[config.mk]
export PLATFORM = sky130hd
export DESIGN_NAME = change_dispenser_flat
export DESIGN_NICKNAME = d
export VERILOG_FILES = /design/src/rtl/vend_pkg.sv /design/src/rtl/change_dispenser_if.sv /design/src/rtl/change_planner.sv /design/src/rtl/change_dispenser.sv /design/src/flat_wrapper.sv
export SDC_FILE = /design/constraint.sdc
export NUM_CORES = 1
export LEC_CHECK = 0
export ABC_AREA = 1
export BUFFER_PORTS_ARGS = -buffer_cell sky130_fd_sc_hd__buf_2
export CORE_ASPECT_RATIO = 1.25
export CORE_UTILIZATION = 45
export CTS_CLUSTER_SIZE = 12
export DETAILED_ROUTE_END_ITERATION = 16
export GPL_TIMING_DRIVEN = 0
export SETUP_SLACK_MARGIN = 0.15
export SLEW_MARGIN = 0
export SYNTH_ARGS = -nofsm -noshare
export SYNTH_HDL_FRONTEND = slang
export SYNTH_HIERARCHICAL = 1
export SYNTH_SLANG_ARGS = --single-unit
[constraint.sdc]
create_clock -name i_clk -period 22.7 [get_ports i_clk]
set_input_delay 1.135 -clock i_clk [delete_from_list [all_inputs] [get_ports i_clk]]
set_output_delay 1.135 -clock i_clk [all_outputs]
set_load 0.05 [all_outputs]
[src/rtl/vend_pkg.sv]
// Shared vending-machine definitions: coin values, default amount width and
// the change-dispenser state encoding.
package vend_pkg;

    localparam int unsigned COIN_FIFTY    = 50;
    localparam int unsigned COIN_TWENTY   = 20;
    localparam int unsigned COIN_TEN      = 10;
    localparam int unsigned AMT_W_DEFAULT = 8;

    typedef enum logic [2:0] {
        IDLE,
        CHECK,
        PAY,
        GAP,
        DONE
    } disp_state_e;

endpackage

[src/rtl/change_dispenser_if.sv]
// Sale-controller / hopper-side bundle of the change dispenser.
interface change_dispenser_if #(
    parameter int unsigned AMT_W = vend_pkg::AMT_W_DEFAULT,
    parameter int unsigned CNT_W = 6
);
    logic             i_req_valid;
    logic [AMT_W-1:0] i_req_amount;
    logic             o_req_ready;
    logic             i_refill;
    logic             o_fifty_coin;
    logic             o_twenty_coin;
    logic             o_ten_coin;
    logic             o_done;
    logic             o_error;
    logic [CNT_W-1:0] o_fifty_cnt;
    logic [CNT_W-1:0] o_twenty_cnt;
    logic [CNT_W-1:0] o_ten_cnt;

    modport master (
        output i_req_valid, i_req_amount, i_refill,
        input  o_req_ready, o_fifty_coin, o_twenty_coin, o_ten_coin,
        input  o_done, o_error, o_fifty_cnt, o_twenty_cnt, o_ten_cnt
    );

    modport slave (
        input  i_req_valid, i_req_amount, i_refill,
        output o_req_ready, o_fifty_coin, o_twenty_coin, o_ten_coin,
        output o_done, o_error, o_fifty_cnt, o_twenty_cnt, o_ten_cnt
    );
endinterface

[src/rtl/change_planner.sv]
// Combinational greedy payout plan (50, then 20, then 10) limited by the
// available coin counts; payable is low when a remainder is left over.
module change_planner
    import vend_pkg::*;
#(
    parameter int unsigned AMT_W = AMT_W_DEFAULT,
    parameter int unsigned CNT_W = 6
) (
    input  logic [AMT_W-1:0] amount,
    input  logic [CNT_W-1:0] c50,
    input  logic [CNT_W-1:0] c20,
    input  logic [CNT_W-1:0] c10,
    output logic [CNT_W-1:0] n50,
    output logic [CNT_W-1:0] n20,
    output logic [CNT_W-1:0] n10,
    output logic             payable
);
    localparam int unsigned WW = (AMT_W > CNT_W) ? AMT_W : CNT_W;

    logic [WW-1:0] q50, q20, q10;
    logic [WW-1:0] m50, m20, m10;
    logic [WW-1:0] r0, r1, r2, r3;

    always_comb begin
        r0  = WW'(amount);
        q50 = r0 / WW'(COIN_FIFTY);
        m50 = (q50 < WW'(c50)) ? q50 : WW'(c50);
        r1  = r0 - m50 * WW'(COIN_FIFTY);
        q20 = r1 / WW'(COIN_TWENTY);
        m20 = (q20 < WW'(c20)) ? q20 : WW'(c20);
        r2  = r1 - m20 * WW'(COIN_TWENTY);
        q10 = r2 / WW'(COIN_TEN);
        m10 = (q10 < WW'(c10)) ? q10 : WW'(c10);
        r3  = r2 - m10 * WW'(COIN_TEN);
        n50     = CNT_W'(m50);
        n20     = CNT_W'(m20);
        n10     = CNT_W'(m10);
        payable = (r3 == '0);
    end

endmodule

[src/rtl/change_dispenser.sv]
// Change payout FSM: accepts an amount, plans a greedy payout, strobes one
// coin per PAY cycle with GAP_CYCLES idle cycles between coins, tracks stock.
module change_dispenser
    import vend_pkg::*;
#(
    parameter int unsigned AMT_W       = AMT_W_DEFAULT,
    parameter int unsigned CNT_W       = 6,
    parameter int unsigned GAP_CYCLES  = 1,
    parameter int unsigned INIT_FIFTY  = 10,
    parameter int unsigned INIT_TWENTY = 10,
    parameter int unsigned INIT_TEN    = 10
) (
    input  logic                i_clk,
    input  logic                i_rst_n,
    change_dispenser_if.slave   bus
);
    localparam int unsigned GAP_W = (GAP_CYCLES > 1) ? $clog2(GAP_CYCLES) : 1;

    disp_state_e      state_q, state_d;
    logic [AMT_W-1:0] amt_q, amt_d;
    logic [CNT_W-1:0] n50_q, n50_d, n20_q, n20_d, n10_q, n10_d;
    logic [CNT_W-1:0] c50_q, c50_d, c20_q, c20_d, c10_q, c10_d;
    logic [GAP_W-1:0] gap_q, gap_d;
    logic             err_q, err_d;
    logic             ready_q, ready_d;
    logic             fifty_q, fifty_d, twenty_q, twenty_d, ten_q, ten_d;
    logic             done_q, done_d, error_q, error_d;

    logic [CNT_W-1:0] p50, p20, p10;
    logic             payable;

    change_planner #(
        .AMT_W (AMT_W),
        .CNT_W (CNT_W)
    ) u_planner (
        .amount  (amt_q),
        .c50     (c50_q),
        .c20     (c20_q),
        .c10     (c10_q),
        .n50     (p50),
        .n20     (p20),
        .n10     (p10),
        .payable (payable)
    );

    always_ff @(posedge i_clk or negedge i_rst_n) begin
        if (!i_rst_n) begin
            state_q  <= IDLE;
            amt_q    <= '0;
            n50_q    <= '0;
            n20_q    <= '0;
            n10_q    <= '0;
            c50_q    <= CNT_W'(INIT_FIFTY);
            c20_q    <= CNT_W'(INIT_TWENTY);
            c10_q    <= CNT_W'(INIT_TEN);
            gap_q    <= '0;
            err_q    <= 1'b0;
            ready_q  <= 1'b1;
            fifty_q  <= 1'b0;
            twenty_q <= 1'b0;
            ten_q    <= 1'b0;
            done_q   <= 1'b0;
            error_q  <= 1'b0;
        end else begin
            state_q  <= state_d;
            amt_q    <= amt_d;
            n50_q    <= n50_d;
            n20_q    <= n20_d;
            n10_q    <= n10_d;
            c50_q    <= c50_d;
            c20_q    <= c20_d;
            c10_q    <= c10_d;
            gap_q    <= gap_d;
            err_q    <= err_d;
            ready_q  <= ready_d;
            fifty_q  <= fifty_d;
            twenty_q <= twenty_d;
            ten_q    <= ten_d;
            done_q   <= done_d;
            error_q  <= error_d;
        end
    end

    // Next state; outputs are derived from the next state so they register with it.
    always_comb begin
        state_d = state_q;
        amt_d   = amt_q;
        n50_d   = n50_q;
        n20_d   = n20_q;
        n10_d   = n10_q;
        c50_d   = c50_q;
        c20_d   = c20_q;
        c10_d   = c10_q;
        gap_d   = gap_q;
        err_d   = err_q;

        case (state_q)
            IDLE: begin
                if (bus.i_refill) begin
                    c50_d = CNT_W'(INIT_FIFTY);
                    c20_d = CNT_W'(INIT_TWENTY);
                    c10_d = CNT_W'(INIT_TEN);
                end
                if (bus.i_req_valid) begin
                    amt_d   = bus.i_req_amount;
                    err_d   = 1'b0;
                    state_d = CHECK;
                end
            end
            CHECK: begin
                if (!payable) begin
                    err_d   = 1'b1;
                    state_d = DONE;
                end else begin
                    n50_d   = p50;
                    n20_d   = p20;
                    n10_d   = p10;
                    state_d = ((p50 | p20 | p10) != '0) ? PAY : DONE;
                end
            end
            PAY: begin
                if (n50_q != '0) begin
                    n50_d = n50_q - CNT_W'(1);
                    c50_d = c50_q - CNT_W'(1);
                end else if (n20_q != '0) begin
                    n20_d = n20_q - CNT_W'(1);
                    c20_d = c20_q - CNT_W'(1);
                end else if (n10_q != '0) begin
                    n10_d = n10_q - CNT_W'(1);
                    c10_d = c10_q - CNT_W'(1);
                end
                gap_d   = '0;
                state_d = ((n50_d | n20_d | n10_d) != '0) ? GAP : DONE;
            end
            GAP: begin
                if (gap_q == GAP_W'(GAP_CYCLES - 1)) state_d = PAY;
                else                                 gap_d   = gap_q + GAP_W'(1);
            end
            DONE:    state_d = IDLE;
            default: state_d = IDLE;
        endcase

        ready_d  = (state_d == IDLE);
        fifty_d  = (state_d == PAY) && (n50_d != '0);
        twenty_d = (state_d == PAY) && (n50_d == '0) && (n20_d != '0);
        ten_d    = (state_d == PAY) && (n50_d == '0) && (n20_d == '0) && (n10_d != '0);
        done_d   = (state_d == DONE);
        error_d  = (state_d == DONE) && err_d;
    end

    assign bus.o_req_ready   = ready_q;
    assign bus.o_fifty_coin  = fifty_q;
    assign bus.o_twenty_coin = twenty_q;
    assign bus.o_ten_coin    = ten_q;
    assign bus.o_done        = done_q;
    assign bus.o_error       = error_q;
    assign bus.o_fifty_cnt   = c50_q;
    assign bus.o_twenty_cnt  = c20_q;
    assign bus.o_ten_cnt     = c10_q;

endmodule

[src/flat_wrapper.sv]
// flat-port wrapper written by rule: the top's interface ports become plain ports
module change_dispenser_flat import vend_pkg::*;
#(
    parameter int unsigned AMT_W       = AMT_W_DEFAULT,
    parameter int unsigned CNT_W       = 6,
    parameter int unsigned GAP_CYCLES  = 1,
    parameter int unsigned INIT_FIFTY  = 10,
    parameter int unsigned INIT_TWENTY = 10,
    parameter int unsigned INIT_TEN    = 10
)
  (i_clk, i_rst_n, bus_i_req_valid, bus_i_req_amount, bus_i_refill, bus_o_req_ready, bus_o_fifty_coin, bus_o_twenty_coin, bus_o_ten_coin, bus_o_done, bus_o_error, bus_o_fifty_cnt, bus_o_twenty_cnt, bus_o_ten_cnt);
  change_dispenser_if #(.AMT_W(AMT_W), .CNT_W(CNT_W)) bus_i ();
  input  logic i_clk;
  input  logic i_rst_n;
  input wire logic [$bits(bus_i.i_req_valid)-1:0] bus_i_req_valid;
  input wire logic [$bits(bus_i.i_req_amount)-1:0] bus_i_req_amount;
  input wire logic [$bits(bus_i.i_refill)-1:0] bus_i_refill;
  output wire logic [$bits(bus_i.o_req_ready)-1:0] bus_o_req_ready;
  output wire logic [$bits(bus_i.o_fifty_coin)-1:0] bus_o_fifty_coin;
  output wire logic [$bits(bus_i.o_twenty_coin)-1:0] bus_o_twenty_coin;
  output wire logic [$bits(bus_i.o_ten_coin)-1:0] bus_o_ten_coin;
  output wire logic [$bits(bus_i.o_done)-1:0] bus_o_done;
  output wire logic [$bits(bus_i.o_error)-1:0] bus_o_error;
  output wire logic [$bits(bus_i.o_fifty_cnt)-1:0] bus_o_fifty_cnt;
  output wire logic [$bits(bus_i.o_twenty_cnt)-1:0] bus_o_twenty_cnt;
  output wire logic [$bits(bus_i.o_ten_cnt)-1:0] bus_o_ten_cnt;
  assign bus_i.i_req_valid = bus_i_req_valid;
  assign bus_i.i_req_amount = bus_i_req_amount;
  assign bus_i.i_refill = bus_i_refill;
  assign bus_o_req_ready = bus_i.o_req_ready;
  assign bus_o_fifty_coin = bus_i.o_fifty_coin;
  assign bus_o_twenty_coin = bus_i.o_twenty_coin;
  assign bus_o_ten_coin = bus_i.o_ten_coin;
  assign bus_o_done = bus_i.o_done;
  assign bus_o_error = bus_i.o_error;
  assign bus_o_fifty_cnt = bus_i.o_fifty_cnt;
  assign bus_o_twenty_cnt = bus_i.o_twenty_cnt;
  assign bus_o_ten_cnt = bus_i.o_ten_cnt;
  change_dispenser #(.AMT_W(AMT_W), .CNT_W(CNT_W), .GAP_CYCLES(GAP_CYCLES), .INIT_FIFTY(INIT_FIFTY), .INIT_TWENTY(INIT_TWENTY), .INIT_TEN(INIT_TEN)) u_core (.i_clk(i_clk), .i_rst_n(i_rst_n), .bus(bus_i));
endmodule
==> Word level (Yosys, flattened, before mapping) <==
Cells that the tools add are included.
{ "totals": {"reg_bits": 55, "input_bits": 12, "out_inout_bits": 24, "word_cells": 114} }
{ "op_classes": {"addsub": 10, "mul": 3, "div_mod_pow": 3, "n_lt_le_gt_ge": 3, "n_eq_ne": 11, "muxes": 39, "n_bitwise": 4, "n_reduce_logical": 25} }
{ "op_table": {"columns": ["operator", "n"], "rows": [
  ["$mux 6", 19],
  ["$pmux 6 s2", 6],
  ["$reduce_bool 6->1", 8],
  ["$sub 6x1->6 const B", 6],
  ["$lt 8x6->1", 3],
  ["$mux 8", 3],
  ["$or 6x6->6", 4],
  ["$sub 8x8->8", 3],
  ["$mux 3", 5],
  ["$logic_not 6->1", 2],
  ["$pmux 3 s4", 1],
  ["$eq 3x2->1 const B", 3],
  ["$div 8x4->8 const B", 1],
  ["$div 8x5->8 const B", 1],
  ["$div 8x6->8 const B", 1],
  ["$logic_not 8->1", 1],
  ["$mul 8x3->6 const B", 1],
  ["$mul 8x3->7 const B", 1],
  ["$mul 8x5->7 const B", 1],
  ["$logic_and 1x1->1", 6],
  ["$logic_not 3->1", 2],
  ["$ne 2x1->1 const B", 3],
  ["$ne 2x2->1 const B", 3],
  ["$reduce_and 5->1", 1],
  ["9 further kinds", 13]
]} }

==> Depth between registers and ports, before layout <==
Gate-level depths: netlist of the first run.
{ "logic_depth": {"word_depth": 22, "ltp_mapped": 111, "depth_no_buf": 110} }

==> Modules after synthesis <==
Netlist of the first run, hierarchy kept.
{ "by_module_without_submodules": {"columns": ["mod", "instances", "cells_each", "area_each_um2"], "rows": [
  ["change_dispenser", 1, 419, 3269.4],
  ["change_planner", 1, 370, 2371.0]
]} }

==> Least setup slack after synthesis of the first run <==
No wires, ideal clock.
{ "synth_timing": {"path_type": "register -> register", "startpoint": "register u_core.amt_q[3]", "endpoint": "register u_core.ten_q (netlist: u_core/bus.o_ten_coin)", "arrival_time_ns": 12.414, "setup_slack_ns": 10.214, "path_stages_with_launch": 100, "n_path_buf": 1, "period_less_slack_ns": 12.486, "path_cell_list": "dfrtp_1 -> inv_1 -> nand2_1 -> o21ai_0 -> o21ai_0 -> nand2_1 -> inv_1 -> ha_1 -> nand2_1 -> nand2_1 -> nand2_1 -> nand2_2 -> nand2_4 -> o21a_1 -> inv_1 -> ha_1 -> ha_1 -> ha_1 -> [... 64 more ...] -> nor2_1 -> xnor2_1 -> xor2_1 -> inv_1 -> nand3_1 -> nand2_1 -> nor2_1 -> inv_1 -> nand2_2 -> nand2_2 -> buf_6 -> a22oi_1 -> nand2_1 -> nor2_1 -> nand2_1 -> nor3_2 -> o21ai_0 -> nor2_1"} }
{ "synth_lines": {"columns": ["item", "line_no", "rtl"], "rows": [
  ["start, declared", "change_dispenser.sv:20", "logic [AMT_W-1:0] amt_q, amt_d;"],
  ["start signal, assigned", "change_dispenser.sv:66", "amt_q <= amt_d;"],
  ["$div 8x6->8 (*)", "change_planner.sv:26", "q50 = r0 / WW'(COIN_FIFTY);"],
  ["$lt 8x6->1", "change_planner.sv:27", "m50 = (q50 < WW'(c50)) ? q50 : WW'(c50);"],
  ["$mux 8 (*)", "change_planner.sv:27", null],
  ["net u_core.p50[1]", "change_dispenser.sv:29", "logic [CNT_W-1:0] p50, p20, p10;"],
  ["$mul 8x5->7 (*)", "change_planner.sv:28", "r1 = r0 - m50 * WW'(COIN_FIFTY);"],
  ["$sub 8x8->8 (*)", "change_planner.sv:28", null],
  ["$div 8x5->8 (*)", "change_planner.sv:29", "q20 = r1 / WW'(COIN_TWENTY);"],
  ["$lt 8x6->1", "change_planner.sv:30", "m20 = (q20 < WW'(c20)) ? q20 : WW'(c20);"],
  ["[... 1 more ...]", null, null],
  ["net u_core.p20[1]", "change_dispenser.sv:29", null],
  ["[... 5 more ...]", null, null],
  ["net u_core.p10[0]", "change_dispenser.sv:29", null],
  ["[... 2 more ...]", null, null],
  ["$logic_not 8->1 (*)", "change_planner.sv:38", "payable = (r3 == '0);"],
  ["net u_core.payable", "change_dispenser.sv:30", "logic payable;"],
  ["$mux 6 (*)", "change_dispenser.sv:111", "if (!payable) begin"],
  ["$pmux 6 s2 (*)", "change_dispenser.sv:97", "case (state_q)"],
  ["net u_core.n20_d[0]", "change_dispenser.sv:21", "logic [CNT_W-1:0] n50_q, n50_d, n20_q, n20_d, n10_q, n10_d;"],
  ["$logic_not 6->1 (*)", "change_dispenser.sv:146", "ten_d = (state_d == PAY) && (n50_d == '0) && (n20_d == '0) && (n10_d != '0);"],
  ["$logic_and 1x1->1 (*) (2 in series)", "change_dispenser.sv:146", null],
  ["net u_core.ten_d", "change_dispenser.sv:26", "logic fifty_q, fifty_d, twenty_q, twenty_d, ten_q, ten_d;"],
  ["end signal, assigned", "change_dispenser.sv:78", "ten_q <= ten_d;"],
  ["end, declared", "change_dispenser.sv:26", null]
]} }
Mark *: on every way through the listed nets, which the timed path passes. The rest lies on a longest branch.
A chain may end at the register's enable or synchronous reset.

==> Final worst setup path of the first run <==
Ends and elaborated chain as after synthesis.

==> results.txt, run 1 <==
Status: complete, no violations
CTS max path bufs: 2
Max FO, Critical Path: 10
Hold WS: 512 ps
Clk_skew: 9.28 ps
Register bit count reported by yosys: 54
CTS Sinks: 54
Vias per inst: 5.13
CTS Hold Bufs: 0
Most frequent CP cell: nand2_1
Post-synth top flop: dfrtp_1
Commonest cells after routing, fill and taps aside: nand2_1 (194), inv_1 (122), nand3_1 (63)
Area of the die: 13000 um^2
Boundary Pins: 36
TritonCTS clock tree: yes
Final Slew Violations: 0
Ant diodes: 0
Fin crit share: 65.9%
Routability Congestion: 0.880
CP peak stage delay: 710 ps
Seq/Total Area, Yosys: 24.1%
DR iter-0 viols: 239
Core Box Area: 12200 um^2
Post-Synthesis Cell Area: 5640 um^2
GR Util All Layers: 22.2%
Initial Utilization: 46.4%
Share of cells above drive strength 1: 18.2%
CP required: 22940 ps
Crit start category: register
Area growth from synthesis to layout: 10.5%
Setup TNS Final: 0 ps
Global-route wire length before repair: 22.5 mm
Number of enable flip-flop cells after synthesis: 0
Port Buf Inserts: 35
Yosys cell types: 50
Hold violation count in the final report: 0
Final-report setup violation count: 0
Area occupied by multi-input gates: 3710 um^2
Post-Layout Cell Count: 1006
Max-Cap Viols: 0
Vias: 5157
Num CTS Buffers: 5
Relative slew slack: 42.4%
Post-DP HPWL: 11.0 mm
DR pass1 iterations: 6
Tmin final: 14970 ps
Worst-path clk slew: 70 ps
Critical path's slowest cell: o21ai_0
RSZ-0062 raised after global routing: false
Least-Margin Pin Slew: 856 ps
FFs w/ async S/R, synth: 100%
Critical Path End Type: register
Die Span X: 102 um
Worst-Skew Late Latency: 300 ps
Top achievable clock speed: 0.0668 GHz
Aggregate global routing overflow: 0
Clock root buffer: clkbuf_16
Area share of the leading cell type in the synthesized netlist: 20.9%
Initial antenna violation count: 0
WS Path Type: reg2reg
Remaining DRCs: 0
Vias in the first global route: 4938
Postcts setup bufs: 0
Avg Cell Area, Syn: 7.15 um^2
Final Routed Wirelength: 13.4 mm
Largest net degree at the start of global routing: 55
Cells after DPL: 998
H-tree Lvls: 2
Area leader, netlist: dfrtp_1
Die Ht: 127 um
Largest cells by area after synthesis: dfrtp_1 (21%), nand2_1 (13%), ha_1 (11%)
Hold Crit Class: reg2reg
Post-route ant nets: 0
Arrival @ worst endpoint: 15200 ps
# resized after CTS: 0
Commonest non-fill, non-tap cell in the layout: nand2_1
FF/Latch Area: 1360 um^2
Syn. warnings: 6
Row cnt: 45
Filler cells: 1265
Fin nets: 909
DR WL/cell: 13.4 um
Syn Inst Count: 789
cell families (layout without fill, tap and decap cells):
| logic type | after synthesis | in the layout | share of synthesized area (%) |
|---|---|---|---|
| muxes | 1 | 1 | 0.177 |
| adders and majority gates | 56 | 56 | 13.2 |
| and+or+nand+nor | 404 | 404 | 35.8 |
| DFF | 54 | 54 | 24.1 |
| AOI/OAI and AO/OA | 105 | 105 | 11.4 |
| buffers and inverters | 143 | 186 | 10.8 |
| other | 1 | 11 | 0.0665 |
| xor gates and xnor gates | 25 | 25 | 4.35 |
worst paths after layout:
kind / start / to / slack [ps] / depth (start not counted)
worst min register to register: u_core/bus.o_fifty_cnt[3] / u_core/bus.o_fifty_cnt[3] / 510 / 2
min in group asynchronous: i_rst_n / u_core/n10_q[0] / 860 / 1
max in group asynchronous: i_rst_n / u_core/n10_q[4] / 21330 / 1
worst max register to register: u_core/amt_q[3] / u_core/bus.o_ten_coin / 7730 / 93
worst min-delay path: u_core/bus.o_fifty_cnt[3] / u_core/bus.o_fifty_cnt[3] / 510 / 2
worst max-delay path: u_core/amt_q[3] / u_core/bus.o_ten_coin / 7730 / 93
synth_stat cells (3+ instances only):
library cell	n
nand2_1	194
inv_1	122
nand3_1	63
ha_1	50
dfrtp_1	47
nor2_1	45
a21oi_1	38
nand2_2	28
o21ai_0	26
xor2_1	16
nand3_2	13
nor3_1	12
a22oi_1	11
nand2_4	11
o21ai_1	9
nor2_2	8
dfstp_2	7
inv_2	7
nand4_1	7
xnor2_1	7
buf_4	6
fa_1	6
nand3b_1	6
a31oi_1	5
buf_6	5
nor2_4	4
o21ai_2	4
nand3_4	3
area by class of cell:
cell class | instances | area share, %
inverter | 130 | 7.83
timing repair buffer | 35 | 2.85
clock inverter | 3 | 0.763
multi-input combinational | 602 | 59.5
clock buffer | 5 | 2.01
tap | 164 | 3.29
sequential | 54 | 21.8
buffer | 13 | 1.93
per-stage QoR:
| stage | setup WS (ps) | utilization (%) | instance area [um^2] |
|---|---|---|---|
| 2_1_floorplan | 10210 | - | 5680 |
| 3_3_place_gp | 8070 | 49.8 | 6060 |
| 3_5_place_dp | 7770 | 49.8 | 6060 |
| 4_1_cts | 7680 | 51.2 | 6230 |
| 5_1_grt | 6320 | 51.3 | 6230 |
| 6_report | 7730 | 51.3 | 6230 |
flip-flops by register name, indices dropped and copies added (netlist names):
register,flops
u_core/n20_q,6
u_core/n10_q,6
u_core/bus.o_ten_coin,1
u_core/bus.o_ten_cnt,6
u_core/bus.o_done,1
u_core/bus.o_error,1
u_core/bus.o_twenty_cnt,6
u_core/state_q,3
u_core/bus.o_req_ready,1
u_core/bus.o_twenty_coin,1
u_core/n50_q,6
u_core/bus.o_fifty_cnt,6
u_core/bus.o_fifty_coin,1
u_core/err_q,1
u_core/amt_q,8
worst max-delay path, delay by kind of cell (launching register included):
family          cells  cell delay, ps
flops               1             440
compound gates     13            3450
simple gates       46            4240
buf+inv            12            1090
fa+ha+maj          16            4520
xor+xnor            6            1110
metal layers:
layer	global-route usage [%]	routed length (um)	vias up
met4	9.16	393	0
met2	40.2	6810	77
met3	2.13	377	25
li1	-	-	2648
met1	26.3	5850	2407
met5	0	0	-
Power of run 1 is not shown: default switching activity piles up to over one toggle a cycle in this logic, so the estimate is an artifact.
==> run 2, diff against run 1 <==
- clock period: 22.7 -> 15.5 ns (I/O delays scaled with it)
==> results.txt, run 2 (synthesized netlist as in run 1, its figures left out) <==
Clock root buffer: clkbuf_16
Delay-heaviest family, CP: adder cells
CTS Sinks: 54 (unchanged)
Tmin final: 14220 ps (-746 ps)
Hold WS: 500 ps (-12.7 ps)
Global-route wire length before repair: 22.5 mm (unchanged)
Post-DP HPWL: 11.0 mm (unchanged)
Aggregate global routing overflow: 0 (unchanged)
Largest net degree at the start of global routing: 55 (unchanged)
Hold Crit Class: in2async
Commonest non-fill, non-tap cell in the layout: nand2_1
Initial antenna violation count: 0 (unchanged)
DR iter-0 viols: 246 (+2.9%)
Post-Layout Cell Count: 1007 (+0.099%)
Vias in the first global route: 4938 (unchanged)
Area growth from synthesis to layout: 11.8%
Die Ht: 127 um (unchanged)
Post-place setup slack: 566 ps (-7200 ps)
DR WL/cell: 13.5 um (+1.2%)
Max FO, Critical Path: 10 (unchanged)
Hold violation count in the final report: 0 (unchanged)
CP required: 15730 ps (-7210 ps)
R2r setup slk: 1280 ps (-6450 ps)
Boundary Pins: 36 (unchanged)
Worst path bufs/invs: 14 (+2)
Clk_skew: 9.34 ps (+0.0589 ps)
DR pass1 iterations: 8 (+2)
Num CTS Buffers: 5 (unchanged)
Final Slew Violations: 0 (unchanged)
Cells after DPL: 998 (unchanged)
Vias per inst: 5.14 (+0.31%)
Core Box Area: 12200 um^2 (unchanged)
Worst-path clk slew: 70 ps (about the same)
CTS Hold Bufs: 0 (unchanged)
GR Util All Layers: 22.2% (unchanged)
Max-Cap Viols: 0 (unchanged)
Relative slew slack: 52.0% (+9.6 points)
Share of cells above drive strength 1: 19.3% (+1.2 points)
Arrival @ worst endpoint: 14460 ps (-740 ps)
Setup TNS Final: 0 ps (unchanged)
Reg with most FFs: u_core/amt_q
Commonest cells after routing, fill and taps aside: nand2_1 (194), inv_1 (121), nand3_1 (63)
Post-route ant nets: 0 (unchanged)
Ant diodes: 0 (unchanged)
H-tree Lvls: 2 (unchanged)
Row cnt: 45 (unchanged)
Routability Congestion: 0.880 (unchanged)
FF/Latch Area: 1360 um^2 (unchanged)
WS Path Type: reg2reg
Top achievable clock speed: 0.0703 GHz (+5.2%)
Largest register FFs: 8 (unchanged)
Least-Margin Pin Slew: 715 ps (-141 ps)
TritonCTS clock tree: yes
Final setup margin: 1280 ps (-6450 ps)
Filler cells: 1260 (-0.40%)
Fin crit share: 91.8% (+26 points)
Die Span X: 102 um (unchanged)
Vias: 5178 (+0.41%)
CP peak stage delay: 480 ps (-230 ps)
Most frequent CP cell: nand2_1
Status: complete, no violations
Remaining DRCs: 0 (unchanged)
Critical path's slowest cell: fa_1
Fin nets: 910 (+0.11%)
Final Routed Wirelength: 13.6 mm (+1.3%)
Critical Path End Type: register
Initial Utilization: 46.4% (unchanged)
Final-report setup violation count: 0 (unchanged)
Area of the die: 13000 um^2 (unchanged)
Worst-Skew Late Latency: 300 ps (about the same)
CTS max path bufs: 2 (unchanged)
Crit start category: register
Port Buf Inserts: 35 (unchanged)
Area occupied by multi-input gates: 3770 um^2 (+1.8%)
RSZ-0062 raised after global routing: false
-- run 2: changes by cell type in the layout (fill, tap and decap cells not counted), sizes merged --
cell	previous run	this run
buf	47	48
-- run 2: timing repair --
action                                  in CTS  in global routing
resized for setup                            0                 16
endpoints found under the setup margin       0                 22
buffers inserted                             0                  1
-- run 2: stage by stage --
| stage | util (%) | cell area (um^2) |
|---|---|---|
| floorplan | - | 5680 |
| global placement | 49.8 | 6060 |
| detailed placement | 49.8 | 6060 |
| CTS | 51.2 | 6230 |
| global route | 51.9 | 6310 |
| finish | 51.9 | 6310 |
-- run 2: routing by layer --
metal	global-route usage (%)	vias to the layer above	routed length [um]
li1	-	2649	-
met1	26.3	2412	5940
met2	40.2	90	6920
met3	2.13	27	354
met4	9.16	0	399
met5	0	-	0
-- run 2: final timing paths --
| check | startpoint | to | cells after the start |
|---|---|---|---|
| min in group i_clk | u_core/amt_q[7] | u_core/amt_q[7] | 2 |
| worst min register to register | u_core/amt_q[7] | u_core/amt_q[7] | 2 |
| worst max-delay path | u_core/amt_q[3] | u_core/bus.o_ten_coin | 95 |
| worst max register to register | u_core/amt_q[3] | u_core/bus.o_ten_coin | 95 |
| worst min-delay path | i_rst_n | u_core/n10_q[0] | 1 |
| max in group asynchronous | i_rst_n | u_core/n10_q[4] | 1 |
-- run 2: area by class of cell --
cell class | count | area share (%)
clock buffer | 5 | 1.98
clock inverter | 3 | 0.754
buffer | 13 | 1.90
timing repair buffer | 36 | 2.94
multi-input combinational | 602 | 59.9
inverter | 130 | 7.74
sequential | 54 | 21.6
tap | 164 | 3.25
Power of run 2 is left out for the same reason.
